<file path="src/rtl/mem_arbiter.sv">
// ============================================================================
// Module   : mem_arbiter
// Brief    : Two-port byte-memory arbiter, fixed CPU priority with DMA starvation limit.
// Revision : 1.0
// ============================================================================
`default_nettype none

module mem_arbiter #(
  parameter int AW         = 8,
  parameter int DW         = 8,
  parameter int MEM_LAT    = 1,
  parameter int STARVE_MAX = 4
) (
  input  logic          ph1,
  input  logic          reset,
  input  logic          cpu_req,
  input  logic          cpu_we,
  input  logic [AW-1:0] cpu_addr,
  input  logic [DW-1:0] cpu_wdata,
  output logic          cpu_gnt,
  output logic          cpu_done,
  output logic [DW-1:0] cpu_rdata,
  input  logic          dma_req,
  input  logic          dma_we,
  input  logic [AW-1:0] dma_addr,
  input  logic [DW-1:0] dma_wdata,
  output logic          dma_gnt,
  output logic          dma_done,
  output logic [DW-1:0] dma_rdata,
  output logic [AW-1:0] mem_addr,
  output logic [DW-1:0] mem_wdata,
  output logic          mem_read,
  output logic          mem_write,
  input  logic [DW-1:0] mem_rdata,
  output logic          busy
);

  localparam int LW = (MEM_LAT > 1) ? $clog2(MEM_LAT) : 1;
  localparam int SW = $clog2(STARVE_MAX + 1);
  localparam logic [LW-1:0] c_LAT_LAST   = LW'(MEM_LAT - 1);
  localparam logic [SW-1:0] c_STARVE_MAX = SW'(STARVE_MAX);

  typedef enum logic [1:0] {
    S_IDLE   = 2'd0,
    S_ACCESS = 2'd1,
    S_DONE   = 2'd2
  } state_t;

  state_t        r_state, w_state;
  logic [LW-1:0] r_lat, w_lat;
  logic [SW-1:0] r_starve, w_starve;
  logic          r_we, w_we;
  logic          r_dma, w_dma;
  logic          w_dma_win;
  logic          w_cpu_gnt, w_dma_gnt, w_cpu_done, w_dma_done;
  logic          w_mem_read, w_mem_write, w_busy;
  logic [AW-1:0] w_mem_addr;
  logic [DW-1:0] w_mem_wdata, w_cpu_rdata, w_dma_rdata;

  assign w_dma_win = dma_req && (!cpu_req || (r_starve == c_STARVE_MAX));

  always_ff @(posedge ph1 or posedge reset) begin
    if (reset) begin
      r_state   <= S_IDLE;
      r_lat     <= '0;
      r_starve  <= '0;
      r_we      <= 1'b0;
      r_dma     <= 1'b0;
      cpu_gnt   <= 1'b0;
      dma_gnt   <= 1'b0;
      cpu_done  <= 1'b0;
      dma_done  <= 1'b0;
      mem_read  <= 1'b0;
      mem_write <= 1'b0;
      mem_addr  <= '0;
      mem_wdata <= '0;
      cpu_rdata <= '0;
      dma_rdata <= '0;
      busy      <= 1'b0;
    end else begin
      r_state   <= w_state;
      r_lat     <= w_lat;
      r_starve  <= w_starve;
      r_we      <= w_we;
      r_dma     <= w_dma;
      cpu_gnt   <= w_cpu_gnt;
      dma_gnt   <= w_dma_gnt;
      cpu_done  <= w_cpu_done;
      dma_done  <= w_dma_done;
      mem_read  <= w_mem_read;
      mem_write <= w_mem_write;
      mem_addr  <= w_mem_addr;
      mem_wdata <= w_mem_wdata;
      cpu_rdata <= w_cpu_rdata;
      dma_rdata <= w_dma_rdata;
      busy      <= w_busy;
    end
  end

  always_comb begin
    w_state     = r_state;
    w_lat       = r_lat;
    w_starve    = r_starve;
    w_we        = r_we;
    w_dma       = r_dma;
    w_cpu_gnt   = cpu_gnt;
    w_dma_gnt   = dma_gnt;
    w_cpu_done  = 1'b0;
    w_dma_done  = 1'b0;
    w_mem_read  = mem_read;
    w_mem_write = mem_write;
    w_mem_addr  = mem_addr;
    w_mem_wdata = mem_wdata;
    w_cpu_rdata = cpu_rdata;
    w_dma_rdata = dma_rdata;

    case (r_state)
      S_IDLE: begin
        if (w_dma_win) begin
          w_dma       = 1'b1;
          w_we        = dma_we;
          w_mem_addr  = dma_addr;
          w_mem_wdata = dma_wdata;
          w_mem_read  = !dma_we;
          w_mem_write = dma_we;
          w_dma_gnt   = 1'b1;
          w_lat       = '0;
          w_starve    = '0;
          w_state     = S_ACCESS;
        end else if (cpu_req) begin
          w_dma       = 1'b0;
          w_we        = cpu_we;
          w_mem_addr  = cpu_addr;
          w_mem_wdata = cpu_wdata;
          w_mem_read  = !cpu_we;
          w_mem_write = cpu_we;
          w_cpu_gnt   = 1'b1;
          w_lat       = '0;
          w_state     = S_ACCESS;
          // Each CPU win while DMA waits brings the forced DMA grant closer.
          if (!dma_req)
            w_starve = '0;
          else if (r_starve != c_STARVE_MAX)
            w_starve = r_starve + 1'b1;
        end else if (!dma_req) begin
          w_starve = '0;
        end
      end

      S_ACCESS: begin
        // Writes finish in one cycle; reads wait out the memory latency.
        if (r_we || (r_lat == c_LAT_LAST)) begin
          w_mem_read  = 1'b0;
          w_mem_write = 1'b0;
          w_cpu_done  = !r_dma;
          w_dma_done  = r_dma;
          w_state     = S_DONE;
          if (!r_we) begin
            if (r_dma)
              w_dma_rdata = mem_rdata;
            else
              w_cpu_rdata = mem_rdata;
          end
        end else begin
          w_lat = r_lat + 1'b1;
        end
      end

      S_DONE: begin
        w_cpu_gnt = 1'b0;
        w_dma_gnt = 1'b0;
        w_state   = S_IDLE;
      end

      default: w_state = S_IDLE;
    endcase

    w_busy = (w_state != S_IDLE);
  end

endmodule

`default_nettype wire

</file>
<file path="config.mk">
export PLATFORM = sky130hd
export DESIGN_NAME = mem_arbiter
export DESIGN_NICKNAME = d
export VERILOG_FILES = /design/src/rtl/mem_arbiter.sv
export SDC_FILE = /design/constraint.sdc
export NUM_CORES = 1
export LEC_CHECK = 0
export CAP_MARGIN = 10
export CORE_MARGIN = 2
export CORE_UTILIZATION = 40
export CTS_CLUSTER_DIAMETER = 150
export CTS_CLUSTER_SIZE = 16
export DETAILED_ROUTE_END_ITERATION = 7
export PLACE_DENSITY = 0.75
export SYNTH_ARGS = -nofsm -noshare
export SYNTH_HDL_FRONTEND = slang
export SYNTH_SLANG_ARGS = --single-unit
</file>
<file path="constraint.sdc">
create_clock -name ph1 -period 2.9 [get_ports ph1]
set_input_delay 0.435 -clock ph1 [delete_from_list [all_inputs] [get_ports ph1]]
set_output_delay 0.435 -clock ph1 [all_outputs]
set_load 0.01 [all_outputs]
</file>
==> metrics, run 1 <==
cell with the most instances after synthesis dfrtp_1; slowest CP cell or4b_1; Clock transition at path regs 0.09 ns; Hold Buf Count CTS 0; area of the mapped netlist between 2000 and 2500 sq um; EDFF count, synth 0; Die Wd 76.9 um; number of H-tree levels 2; Worst Skew 0.00568 ns; Worst VDD drop between 300 and 400 uV; Synth top area share 0.554; synthesized instance count 195; register bit count reported by yosys 47; Final Max Tran Viols 0; combined global-route utilization of all metal layers 0.183; clock share of power 0.131; P_sw 0.996 mW; Layout Nets ~330; design area ~3100 sq um; Starting Density 0.416; latest clock arrival within the worst-skew pair around 0.3 ns; DRC errors left 0; core area a little over 5000 sq um; Non-Filler Instances 348; Fill cells 456; Post-DP Area 3030 sq um; Setup crit end kind flop; outcome completed; slew at the pin with the worst max-slew slack 0.665 ns; Synth Flop Type dfrtp_1; Worst path top cell family by delay simple AND/OR/NAND/NOR gates; post-CTS sizing 0; dpl cells 340; Critical Path AT ~2.2 ns; min Tclk post-route 1.96 ns; first-pass GRT wire length 8.67 mm; Syn Nets around 240; WP data required 3.09 ns; Setup crit start kind flop; Antenna Cells 0; total power divided by cell area around 950 nW/um^2; Die Y slightly below 80 um; setup violators final 0; Longest Clk Path Bufs 2; Yosys top cell by area dfrtp_1; max incr delay on CP around 0.8 ns; Synth-to-Final Area Change 46.8%; Worst slew margin 0.557; vias in the first global route about 1800; GPL Wtd Cong approximately 0.75; average size of a mapped cell 10.9 sq um; Flop pwr share 0.391; Inserted Clock Buffers 5; DR vias ~1800; HPWL after DPL between 3 and 4 mm; I/O Buffers 84; WP buf/inv 0; crit-path max FO 8; Die Footprint 5910 sq um; Clock Tree Root clkbuf_8; Setup Fix Bufs, Post-CTS 0; max cap viols 0; period utilization 0.676; CP Cell Sequence nand2b_2, or4b_1, mux2_4; Worst Setup Path Type reg -> reg; final core utilization 0.610; Hold Slack between 0.4 and 0.5 ns; antenna violations before repair 0; share of cells above drive strength 1 0.126; DRT Pass-1 Iters 4; yosys warns 0; final WL around 5.2 mm; vias per std cell about 5.3; final antenna-violating net count 0; leakage roughly 1.3 nW; switching share of power 0.338; highest clock rate between 500 and 600 MHz; Top Ports between 80 and 90; Logic pwr share 0.477; Hold Path Class in -> async; largest net degree at the start of global routing 31; cell internal pwr just under 2 mW; synth cell count leaders dfrtp_1, o21ai_0, nand3_1; cells taking the most area after synthesis dfrtp_1, mux2_4, a31oi_1, o21ai_0, nand3_1; Seq/Total Area, Yosys 0.554; FP Rows 26; DR iter-0 viols 57; RSZ-0062 raised after global routing no; Distinct cells, synth 34; setup TNS 0 ns; Final Hold Viols 0; wire per inst approximately 15 um; CTS tree yes; Async SR Flop Fraction 1.00; total gr overflow 0; TritonCTS Sinks 47
-- worst paths after layout --
| check | end | cells after the start | startpoint | slack [ns] |
|---|---|---|---|---|
| max in group asynchronous | r_dma$_DFFE_PP0P_ | 3 | reset | 1.78 |
| worst min register to register | dma_gnt$_DFFE_PP0P_ | 2 | dma_gnt$_DFFE_PP0P_ | 0.51 |
| worst max register to register | dma_rdata[4]$_DFFE_PP0P_ | 3 | r_state[1]$_DFF_PP0_ | 0.94 |
| worst max-delay path | dma_rdata[4]$_DFFE_PP0P_ | 3 | r_state[1]$_DFF_PP0_ | 0.94 |
| min in group ph1 | dma_gnt$_DFFE_PP0P_ | 2 | dma_gnt$_DFFE_PP0P_ | 0.51 |
| worst min-delay path | dma_rdata[1]$_DFFE_PP0P_ | 2 | reset | 0.41 |
-- state kept, by name, summed over array words and instances (netlist names), 2 cells and up --
register	cells
cpu_rdata	8
dma_rdata	8
mem_addr	8
mem_wdata	8
r_starve	3
r_state	2
-- cells by family (layout without fill, tap and decap cells) --
| logic type | count (synthesis) | in the layout | synth area share |
|---|---|---|---|
| AO/OA/AOI/OAI | 67 | 67 | 0.185 |
| adder cells (fa/ha/maj) | 2 | 2 | 0.0118 |
| buffers and inverters | 23 | 106 | 0.0460 |
| flip-flops | 47 | 47 | 0.554 |
| multiplexers | 16 | 16 | 0.0990 |
| AND/OR/NAND/NOR | 40 | 40 | 0.104 |
-- power groups by stage --
stage | Sequential (mW) | Combinational (mW) | Clock (mW)
detailed placement | 1.16 | 1.43 | 0
finish | 1.15 | 1.41 | 0.388
floorplan | 1.27 | 0.559 | 0
CTS | 1.16 | 1.43 | 0.400
global placement | 1.16 | 1.40 | 0
global route | 1.21 | 1.53 | 0.424
-- cell usage in the layout, fill, tap and decap left out, drive strengths merged, types with 2 or more instances in the layout --
cell / netlist / routed
nand2: 3 / 3
o21ai: 21 / 21
clkinvlp: 0 / 2
dfrtp: 47 / 47
and2: 2 / 2
o211ai: 3 / 3
nor3: 2 / 2
nand2b: 3 / 3
a21oi: 17 / 17
mux2: 16 / 16
nand4: 3 / 3
nor2: 4 / 4
a21boi: 2 / 2
buf: 5 / 6
clkdlybuf4s50: 0 / 84
clkbuf: 10 / 5
nand3: 18 / 18
ha: 2 / 2
a31oi: 17 / 17
inv: 8 / 8
-- cell type report --
cell class,count,area (sq um),area share
Clock buffer,5,68.8,0.0221
Inverter,8,30.0,0.00963
Sequential cell,47,1180,0.377
Multi-Input combinational cell,125,850,0.272
Tap cell,70,87.6,0.0281
Timing Repair Buffer,90,886,0.284
Clock inverter,3,20.0,0.00642
-- routing by layer --
| layer | share of wire | wire length [um] | track usage | vias to the layer above |
|---|---|---|---|---|
| li1 | - | - | - | 875 |
| met1 | 0.44 | 2320 | 0.244 | 872 |
| met2 | 0.47 | 2440 | 0.294 | 75 |
| met3 | 0.079 | 413 | 0.0459 | 7 |
| met4 | 0.011 | 57 | 0.0545 | 0 |
| met5 | 0 | 0 | 0 | - |
-- per-stage QoR --
step / power, mW / worst slack, ns
after floorplan: 1.83 / 1.21
after global placement: 2.56 / 0.823
after detailed placement: 2.59 / 0.737
after CTS: 2.98 / 0.935
after global routing: 3.16 / 0.866
final: 2.95 / 0.939
Note: power is estimated with default switching activity, not from simulation.
==> run 2: changes to the inputs <==
Clock period 2.9 ns to 2.1 ns, I/O delays scaled along.
==> run 2 against run 1 <==
Clock power up 72%. Fmax up 1.3%. Via count up 0.82%. Hold slack worse by 0.092 ns. Cell area up 1.4%.
==> metrics, run 2 (synthesis gave the netlist of run 1 again) <==
outcome completed (unchanged); min Tclk post-route 1.94 ns (was 1.96 ns); first-pass GRT wire length 9.07 mm (was 8.67 mm); highest clock rate 517 MHz (was 510 MHz); CP Cell Sequence nand2b_2, or4b_1, mux2_4 (unchanged); Longest Clk Path Bufs 2 (unchanged); crit-path max FO 8 (unchanged); slowest CP cell or4b_1 (unchanged); vias per std cell 5.28 (was 5.26); Setup crit start r_state[1]$_DFF_PP0_ (unchanged); design area 3160 sq um (was 3120 sq um); Non-Filler Instances 349 (was 348); CTS tree yes (unchanged); total power 4.22 mW (was 2.95 mW); max incr delay on CP 0.78 ns (was 0.79 ns); largest net degree at the start of global routing 29 (was 31); combined global-route utilization of all metal layers 0.194 (was 0.183); Logic pwr share 0.463 (was 0.477); DR iter-0 viols 90 (was 57); Die Y 76.9 um (unchanged); max cap viols 0 (unchanged); Fill cells 456 (unchanged); DRC errors left 0 (unchanged); final WL 5.33 mm (was 5.23 mm); vias in the first global route 1881 (was 1776); Post-DP Area 3050 sq um (was 3030 sq um); Hold Buf Count CTS 0 (unchanged); Worst slew margin 0.552 (was 0.557); Worst VDD drop 622 uV (was 362 uV); Worst path top cell family by delay simple AND/OR/NAND/NOR gates (unchanged); most frequent cells in the layout clkdlybuf4s50_1, dfrtp_1, o21ai_0 (unchanged); switching share of power 0.331 (was 0.338); R2R Path Start r_state[1]$_DFF_PP0_ (unchanged); DR vias 1844 (was 1829); dpl cells 341 (was 340); antenna violations before repair 0 (unchanged); Hold Slack 0.320 ns (was 0.412 ns); Worst Setup Path Type reg -> reg (unchanged); period utilization 0.922 (was 0.676); Setup Fix Bufs, Post-CTS 0 (unchanged); Final Max Tran Viols 0 (unchanged); commonest non-fill, non-tap cell in the layout clkdlybuf4s50_1 (unchanged); DRT Pass-1 Iters 4 (unchanged); cell internal pwr 2.82 mW (was 1.95 mW); latest clock arrival within the worst-skew pair 0.30 ns (about the same); Hold Path Class in -> async (unchanged); Worst Skew 0.00372 ns (was 0.00568 ns); WP buf/inv 0 (unchanged); setup TNS 0 ns (unchanged); TritonCTS Sinks 47 (unchanged); HPWL after DPL 3.77 mm (was 3.72 mm); WP data required 2.29 ns (was 3.09 ns); Starting Density 0.416 (unchanged); final setup margin 0.165 ns (was 0.939 ns); RSZ-0062 raised after global routing no (unchanged); Clock Tree Root clkbuf_8 (unchanged); I/O Buffers 84 (unchanged); leakage 1.29 nW (was 1.26 nW); wire per inst 15.3 um (was 15.0 um); Die Wd 76.9 um (unchanged); Flop pwr share 0.379 (was 0.391); pre-CTS setup slack 0.129 ns (was 0.737 ns); Synth-to-Final Area Change 48.9% (was 46.8%); Final Hold Viols 0 (unchanged); Clock transition at path regs 0.09 ns (about the same); share of cells above drive strength 1 0.129 (was 0.126); Die Footprint 5910 sq um (unchanged); Setup crit start kind flop (unchanged); clock share of power 0.158 (was 0.131); Top Ports 85 (unchanged); GPL Wtd Cong 0.762 (was 0.754); final antenna-violating net count 0 (unchanged); total gr overflow 0 (unchanged); number of H-tree levels 2 (unchanged); total power divided by cell area 1330 nW/um^2 (was 946 nW/um^2); Setup crit end kind flop (unchanged); FP Rows 26 (unchanged); final core utilization 0.619 (was 0.610); P_sw 1.40 mW (was 0.996 mW); Inserted Clock Buffers 5 (unchanged); post-CTS sizing 0 (unchanged); core area 5110 sq um (unchanged); Antenna Cells 0 (unchanged); Layout Nets 326 (was 325); Critical Path AT 2.13 ns (was 2.15 ns); setup violators final 0 (unchanged); slew at the pin with the worst max-slew slack 0.673 ns (was 0.665 ns)
==> run 2: cell count changes in the layout (fill, tap and decap cells not counted) <==
| cell | before | now |
|---|---|---|
| clkinvlp_4 | 2 | 0 |
| clkinv_4 | 0 | 1 |
| bufinv_16 | 0 | 1 |
| buf_12 | 0 | 1 |
==> run 2: power groups by stage <==
stage                     clock network [mW]  logic (mW)  registers (mW)
after floorplan                            0       0.773            1.75
after global placement                     0        1.94            1.59
after detailed placement                   0        1.98            1.61
after CTS                              0.686        1.98            1.60
after global routing                   0.726        2.13            1.66
final                                  0.666        1.96            1.60
==> run 2: path summary, 6_finish.rpt <==
path	end	slack [ns]	depth (start not counted)
max in group asynchronous	mem_wdata[7]$_DFFE_PP0P_	1.29	3
min	cpu_rdata[5]$_DFFE_PP0P_	0.32	2
min in group ph1	dma_gnt$_DFFE_PP0P_	0.51	2
max reg2reg	dma_rdata[1]$_DFFE_PP0P_	0.16	3
max	dma_rdata[1]$_DFFE_PP0P_	0.16	3
min reg2reg	dma_gnt$_DFFE_PP0P_	0.51	2
==> run 2: routing by layer <==
metal,vias up,track usage,routed length [um]
met1,869,0.240,2260
met3,7,0.0729,460
met2,90,0.314,2530
li1,878,-,-
met4,0,0.0600,73
met5,-,0,0
==> run 2: area by class of cell <==
class	instances	area, sq um	area share
Clock buffer	5	68.8	0.0218
Multi-Input combinational cell	125	850	0.269
Tap cell	70	87.6	0.0277
Inverter	8	30.0	0.00950
Clock inverter	3	43.8	0.0139
Timing Repair Buffer	91	906	0.287
Sequential cell	47	1180	0.372
